$ cat src/rtl/game_score_ctrl.sv
// rtl/game_score_ctrl.sv - score keeping and serve sequencing FSM for a two-player paddle game
module game_score_ctrl #(
    parameter int          WIN_SCORE    = 11,
    parameter int unsigned SERVE_CYCLES = 65_000_000
) (
    input  logic       clk,
    input  logic       rst,
    input  logic       start,
    input  logic       miss_left,
    input  logic       miss_right,
    output logic       ball_hold,
    output logic       serve_dir,
    output logic [3:0] score_left,
    output logic [3:0] score_right,
    output logic       game_over,
    output logic       winner
);

    typedef enum logic [1:0] {
        S_IDLE,
        S_SERVE,
        S_PLAY,
        S_OVER
    } state_t;

    localparam logic [31:0] SERVE_LAST = 32'(SERVE_CYCLES - 32'd1);
    localparam logic [3:0]  WIN        = 4'(WIN_SCORE);

    state_t      state_q, state_d;
    logic [31:0] cnt_q, cnt_d;
    logic        start_prev_q, miss_l_prev_q, miss_r_prev_q;
    logic        ball_hold_q, ball_hold_d;
    logic        serve_dir_q, serve_dir_d;
    logic [3:0]  score_left_q, score_left_d;
    logic [3:0]  score_right_q, score_right_d;
    logic        game_over_q, game_over_d;
    logic        winner_q, winner_d;
    logic [3:0]  next_left, next_right;

    logic rise_start, rise_miss_l, rise_miss_r;

    assign rise_start  = start & ~start_prev_q;
    assign rise_miss_l = miss_left & ~miss_l_prev_q;
    assign rise_miss_r = miss_right & ~miss_r_prev_q;

    assign next_left  = score_left_q + 4'd1;
    assign next_right = score_right_q + 4'd1;

    // Next-state and next-output logic; every output is a flop fed from here.
    always_comb begin
        state_d       = state_q;
        cnt_d         = cnt_q;
        serve_dir_d   = serve_dir_q;
        score_left_d  = score_left_q;
        score_right_d = score_right_q;
        game_over_d   = game_over_q;
        winner_d      = winner_q;

        case (state_q)
            S_IDLE: begin
                cnt_d = '0;
                if (rise_start) begin
                    score_left_d  = '0;
                    score_right_d = '0;
                    state_d       = S_SERVE;
                end
            end
            S_SERVE: begin
                if (cnt_q == SERVE_LAST) begin
                    cnt_d   = '0;
                    state_d = S_PLAY;
                end else begin
                    cnt_d = cnt_q + 32'd1;
                end
            end
            S_PLAY: begin
                cnt_d = '0;
                if (rise_miss_l && rise_miss_r) begin
                    // Simultaneous misses are a replay: nobody scores.
                    state_d = S_SERVE;
                end else if (rise_miss_l) begin
                    score_right_d = next_right;
                    serve_dir_d   = 1'b0;
                    if (next_right == WIN) begin
                        state_d     = S_OVER;
                        game_over_d = 1'b1;
                        winner_d    = 1'b1;
                    end else begin
                        state_d = S_SERVE;
                    end
                end else if (rise_miss_r) begin
                    score_left_d = next_left;
                    serve_dir_d  = 1'b1;
                    if (next_left == WIN) begin
                        state_d     = S_OVER;
                        game_over_d = 1'b1;
                        winner_d    = 1'b0;
                    end else begin
                        state_d = S_SERVE;
                    end
                end
            end
            S_OVER: begin
                cnt_d = '0;
                if (rise_start) begin
                    score_left_d  = '0;
                    score_right_d = '0;
                    game_over_d   = 1'b0;
                    state_d       = S_SERVE;
                end
            end
            default: begin
                state_d = S_IDLE;
                cnt_d   = '0;
            end
        endcase

        // The ball only moves while playing; registering this keeps it aligned with the state.
        ball_hold_d = (state_d != S_PLAY);
    end

    // State, counter, edge-history and output registers with synchronous reset.
    always_ff @(posedge clk) begin
        if (rst) begin
            state_q       <= S_IDLE;
            cnt_q         <= '0;
            start_prev_q  <= 1'b0;
            miss_l_prev_q <= 1'b0;
            miss_r_prev_q <= 1'b0;
            ball_hold_q   <= 1'b1;
            serve_dir_q   <= 1'b1;
            score_left_q  <= '0;
            score_right_q <= '0;
            game_over_q   <= 1'b0;
            winner_q      <= 1'b0;
        end else begin
            state_q       <= state_d;
            cnt_q         <= cnt_d;
            start_prev_q  <= start;
            miss_l_prev_q <= miss_left;
            miss_r_prev_q <= miss_right;
            ball_hold_q   <= ball_hold_d;
            serve_dir_q   <= serve_dir_d;
            score_left_q  <= score_left_d;
            score_right_q <= score_right_d;
            game_over_q   <= game_over_d;
            winner_q      <= winner_d;
        end
    end

    assign ball_hold   = ball_hold_q;
    assign serve_dir   = serve_dir_q;
    assign score_left  = score_left_q;
    assign score_right = score_right_q;
    assign game_over   = game_over_q;
    assign winner      = winner_q;

endmodule

$ cat config.mk
export PLATFORM = sky130hd
export DESIGN_NAME = game_score_ctrl
export DESIGN_NICKNAME = d
export VERILOG_FILES = /design/src/rtl/game_score_ctrl.sv
export SDC_FILE = /design/constraint.sdc
export NUM_CORES = 1
export LEC_CHECK = 0
export CAP_MARGIN = 30
export CELL_PAD_IN_SITES_DETAIL_PLACEMENT = 0
export CELL_PAD_IN_SITES_GLOBAL_PLACEMENT = 1
export CORE_ASPECT_RATIO = 1.25
export CORE_MARGIN = 2
export CORE_UTILIZATION = 50
export CTS_BUF_LIST = sky130_fd_sc_hd__clkbuf_8
export DETAILED_ROUTE_END_ITERATION = 7
export HOLD_SLACK_MARGIN = 0.1
export PLACE_DENSITY_LB_ADDON = 0.15
export SETUP_SLACK_MARGIN = 0.1
export SLEW_MARGIN = 20
export SYNTH_ARGS = -nofsm -noshare
export SYNTH_HDL_FRONTEND = slang
export SYNTH_SLANG_ARGS = --single-unit
$ cat constraint.sdc
create_clock -name clk -period 3.84 [get_ports clk]
set_input_delay 0.576 -clock clk [delete_from_list [all_inputs] [get_ports clk]]
set_output_delay 0.576 -clock clk [all_outputs]
set_load 0.05 [all_outputs]
# Word level (Yosys, flattened, before mapping)
# Index checks and enable logic that the tools add are counted.
# word_totals
latchBits	0
in_bits	5
wordCells	81
mem_bits_ro	0
mem_count	0
mem_bits_rw	0
out_inout_bits	12
ff_bits	49
# classes
shift	0
bitwise	7
n_eq_ne	17
div_mod_pow	0
mul	0
n_mux	30
n_addsub	3
reduce_logical	13
magnitude_cmp	0
# op_table
cell	count
case mux 32 bit (2 select lines)	1
adder 32 x 1 -> 32 bit, second input constant	1
== test 32 x 26 -> 1 bit, second input constant	1
2-to-1 mux 32 bit	1
2-to-1 mux 4 bit	6
case mux 4 bit (2 select lines)	2
2-to-1 mux 2 bit	7
inequality test 2 bit, second input constant	6
2-to-1 mux 1 bit	11
AND reduction 5 bit	2
inequality test 3 bit, second input constant	3
adder 4 x 1 -> 4 bit, second input constant	2
== test 4 bit, second input constant	2
nonzero test 2 bit	4
case mux 2 bit (3 select lines)	1
AND reduction 6 bit	1
== test 2 bit, second input constant	2
inequality test 2 x 1 -> 1 bit, second input constant	2
NOT 1 bit	4
AND reduction 4 bit	1
bitwise AND 1 bit	3
AND reduction 3 bit	1
OR reduction 3 bit	1
== test 2 x 1 -> 1 bit, second input constant	1
4 further kinds	4

# Longest topological paths before layout
# depth
ltp_word	8
ltp_mapped	8
depth_no_buf	8

# Worst setup path before layout
# Ideal clock, no wire load.
# synth_timing
kind	input -> register
start	input miss_left
end	register score_left_q[2] (netlist: score_left[2])
stages	8
setup_ns	0.070
slack_ns	1.492
n_path_buf	0
required_time_ns	3.770
arrival_ns	2.277
path_cell_list	nand2b_1 clkinv_1 ha_1 a21o_1 a21oi_1 nand2_1 or4b_2 a21oi_1
# synth_between
elab_chain_len	4
elab_cells_between_ends	5
cone_classes	eq/ne: 2; bitwise: 1; reduce/logical: 2
# synth_rtl
element	line	rtl
start, declared	9	input logic miss_left,
bitwise AND 1 bit (*)	43	assign rise_miss_l = miss_left & ~miss_l_prev_q;
net rise_miss_l	40	logic rise_start, rise_miss_l, rise_miss_r;
logical AND 1 bit	78	if (rise_miss_l && rise_miss_r) begin
inequality test 2 bit (no source line)	--	
AND reduction 5 bit (no source line) (*)	--	
end signal, assigned	144	score_left_q <= score_left_d;
end, declared	34	logic [3:0] score_left_q, score_left_d;
# Mark *: on every way through the listed nets, which the timed path passes. The rest lies on a longest branch.
# A chain may end at the register's enable or synchronous reset.

# Worst setup path in the final report
# Ends and elaborated chain as after synthesis.

==> flow_summary.json <==
{
  "max-cap-violations": 0,
  "syn_area_per_cell_um2": 8.718,
  "worst_path_most_repeated_cell": "a21oi_1",
  "drtIter0Drc": 87,
  "status": "finished clean",
  "reg2reg_to": "score_left[2]",
  "dp_cells": 352,
  "yosysMostFrequentCell": "dfxtp_1",
  "synth-main-ff-cell": "dfxtp_1",
  "setup_tns_ns": 0,
  "slew_headroom_pct": 48.11,
  "ff2ff_path_depth": 8,
  "rsz0062_at_grt": "false",
  "final_cells": 360,
  "synth_seq_cells": 49,
  "max_stage_delay_ns": 0.66,
  "setup_viol_count_final": 0,
  "fin_nets": 314,
  "hold_viol_final": 0,
  "core_area_mm2": 0.004730,
  "multi_input_area_mm2": 0.001394,
  "cp_num_cells": 9,
  "htree_levels": 2,
  "io_pins": 17,
  "grt_max_degree": 32,
  "drt-total-wl_um": 4776,
  "hold_path.class": "flip-flop to flip-flop",
  "required_ns": 4.07,
  "cts_tree": "done",
  "vdd_drop_max_v": 0.0002554,
  "path_max_fanout": 8,
  "synth_cell_types": 50,
  "cp_cell_sequence": "clkdlybuf4s50_1, nand2b_1, clkinv_1, ha_1, a21o_1, a21oi_1, nand2_1, or4b_2, a21oi_1",
  "firstDrtPassIters": 6,
  "stdcell_area_mm2": 0.002775,
  "vias": 2006,
  "cts_made_buffers": 5,
  "slowest_stage": "or4b_2",
  "whs_ns": 0.4827,
  "crit_type": "primary input to flip-flop",
  "yosys_warnings": 0,
  "dieArea_mm2": 0.005479,
  "cp-startpoint": "miss_left",
  "worst_pin_slew_ns": 0.7712,
  "grt_overflow": 0,
  "syn2layout_area_growth_pct": 13.28,
  "critPathTopFamily": "simple AND/OR/NAND/NOR gates",
  "antennaDiodeCount": 0,
  "ys_seq_area_share_pct": 40.04,
  "route.detailed.drc": 0,
  "num_rows": 28,
  "cts_resized": 0,
  "die_x_um": 66.61,
  "clkSlewWorstSetupHoldPaths_ns": 0.09,
  "synth_edf_count": 0,
  "cts_setup_buffers": 0,
  "cts_hold_buf": 0,
  "arrival_ns": 2.96,
  "synth_top_area_share_pct": 40.04,
  "synth_area_leaders": "dfxtp_1 40%, xor2_1 5.7%, nor2_1 5.5%",
  "syn-cell-area_mm2": 0.002450,
  "min_from": "serve_dir",
  "drive_above_1_share_pct": 7.333,
  "place_congestion": 0.8248,
  "ff2ff_setup_slack_ns": 1.46,
  "antenna_found_initial": 0,
  "cts.sinks": 49,
  "ant_nets": 0,
  "root_buffer": "clkbuf_8",
  "fin_crit_sh_pct": 70.90,
  "p_leak_nw": 0.9480,
  "vias_per_cell": 5.572,
  "grt_usage_pct": 19.30,
  "yosysTopAreaCell": "dfxtp_1",
  "fin_skew_ns": 0.007431,
  "clock_latency_ns": 0.30,
  "path_buf_inv": 2,
  "synth_common_cells": "49 x dfxtp_1, 36 x nor2_1, 18 x nand2_1",
  "io_buffers": 16,
  "place_area_mm2": 0.002674,
  "async_reset_ff_share_pct": 0,
  "max_freq_mhz": 367.3,
  "wl_per_cell_um": 13.27,
  "dp.final_hpwl_um": 3473,
  "finalCriticalPeriod_ns": 2.722,
  "critPathLaunchType": "primary input",
  "die_y_um": 82.26,
  "grt_pass1_vias": 1835,
  "synth_cells": 281,
  "reg2reg_from": "miss_l_prev_q",
  "initial_core_util_pct": 51.80,
  "nFillCells": 447,
  "drv_slew": 0,
  "clk_path_buf_depth": 2,
  "endpoint": "score_left[2]",
  "synth_fp_nets": 296,
  "grt_pass1_wl_um": 8231,
  "seqCellArea_um2": 980.9,
  "p_per_area_mw_per_mm2": 360.1,
  "crit_path_end_kind": "flip-flop"
}
## layer usage
layer  part of all wire [%]  up-vias  global-route usage [%]
met1                     44      934                   22.33
met2                     52       30                   35.60
met5                      0        -                       0
met3                    2.6        6                   3.659
li1                       -     1036                       -
met4                    1.4        0                   6.122
## stage by stage
stage               util [%]  worst slack, ns  power, mW
floorplan                  -            1.492     0.6470
detailed placement     56.53           0.8214     0.6852
global route           58.68           0.9171      1.044
finish                 58.68            1.118     0.9994
CTS                    58.68            1.141      1.015
global placement       56.53           0.8745     0.6824
## report_power, final
part	switching (mW)	total (mW)	leakage, nW	internal [mW]
clock	0.164	0.327	0.0542	0.163
sequential	0.0139	0.533	0.396	0.519
combinational	0.0920	0.140	0.498	0.0476
## layout by cell type, fill, tap and decap left out, types with 10 or more instances in the layout
cell / Yosys / final
dfxtp_1: 49 / 49
nor2_1: 36 / 36
nand2_1: 18 / 18
nand3_1: 16 / 16
xor2_1: 16 / 16
clkdlybuf4s50_1: 0 / 16
a21oi_1: 14 / 14
nand4_1: 11 / 11
xnor2_1: 11 / 11
o21ai_0: 11 / 11
inv_1: 10 / 10
ha_1: 10 / 10
## cell families after synthesis
kind of cell               Yosys count  share of synthesized area (%)
AOI/OAI and AO/OA                   47                          12.05
xor gates and xnor gates            27                          9.652
adders and majority gates           10                          5.107
buffers and inverters               19                          3.064
DFF                                 49                          40.04
muxes                                1                         0.4086
and+or+nand+nor                    128                          29.67
## final cells by class
class                      instances  share of cell area (%)
clock inverter                     1                  0.1803
timing repair buffer              19                   6.583
multi-input combinational        213                   50.23
clock buffer                       7                   3.472
inverter                          11                   1.488
sequential                        49                   35.35
tap                               60                   2.705
## sequential cells by signal, indices dropped and copies added (netlist names)
register       count
winner             1
score_left         4
miss_r_prev_q      1
cnt_q             32
ball_hold          1
start_prev_q       1
game_over          1
score_right        4
state_q            2
serve_dir          1
miss_l_prev_q      1
## worst reg2reg max path, cell delays in order, from the launching register on
cell      delay, ns
dfxtp_1        0.32
nand2b_1       0.18
clkinv_1       0.24
ha_1           0.32
a21o_1         0.18
a21oi_1        0.11
nand2_1        0.16
or4b_2         0.66
a21oi_1        0.14
## how the worst min path moves through the flow
| stage | endpoint | slack (ns) | depth (start not counted) |
|---|---|---|---|
| after detailed placement | cnt_q[0] | 0.47 | 1 |
| after global placement | serve_dir | 0.45 | 1 |
| after global routing | serve_dir | 0.50 | 1 |
| after CTS | cnt_q[0] | 0.49 | 1 |
| after floorplan | cnt_q[0] | 0.44 | 1 |
| final | serve_dir | 0.48 | 1 |
No activity file was read; power rests on OpenSTA's default activity.
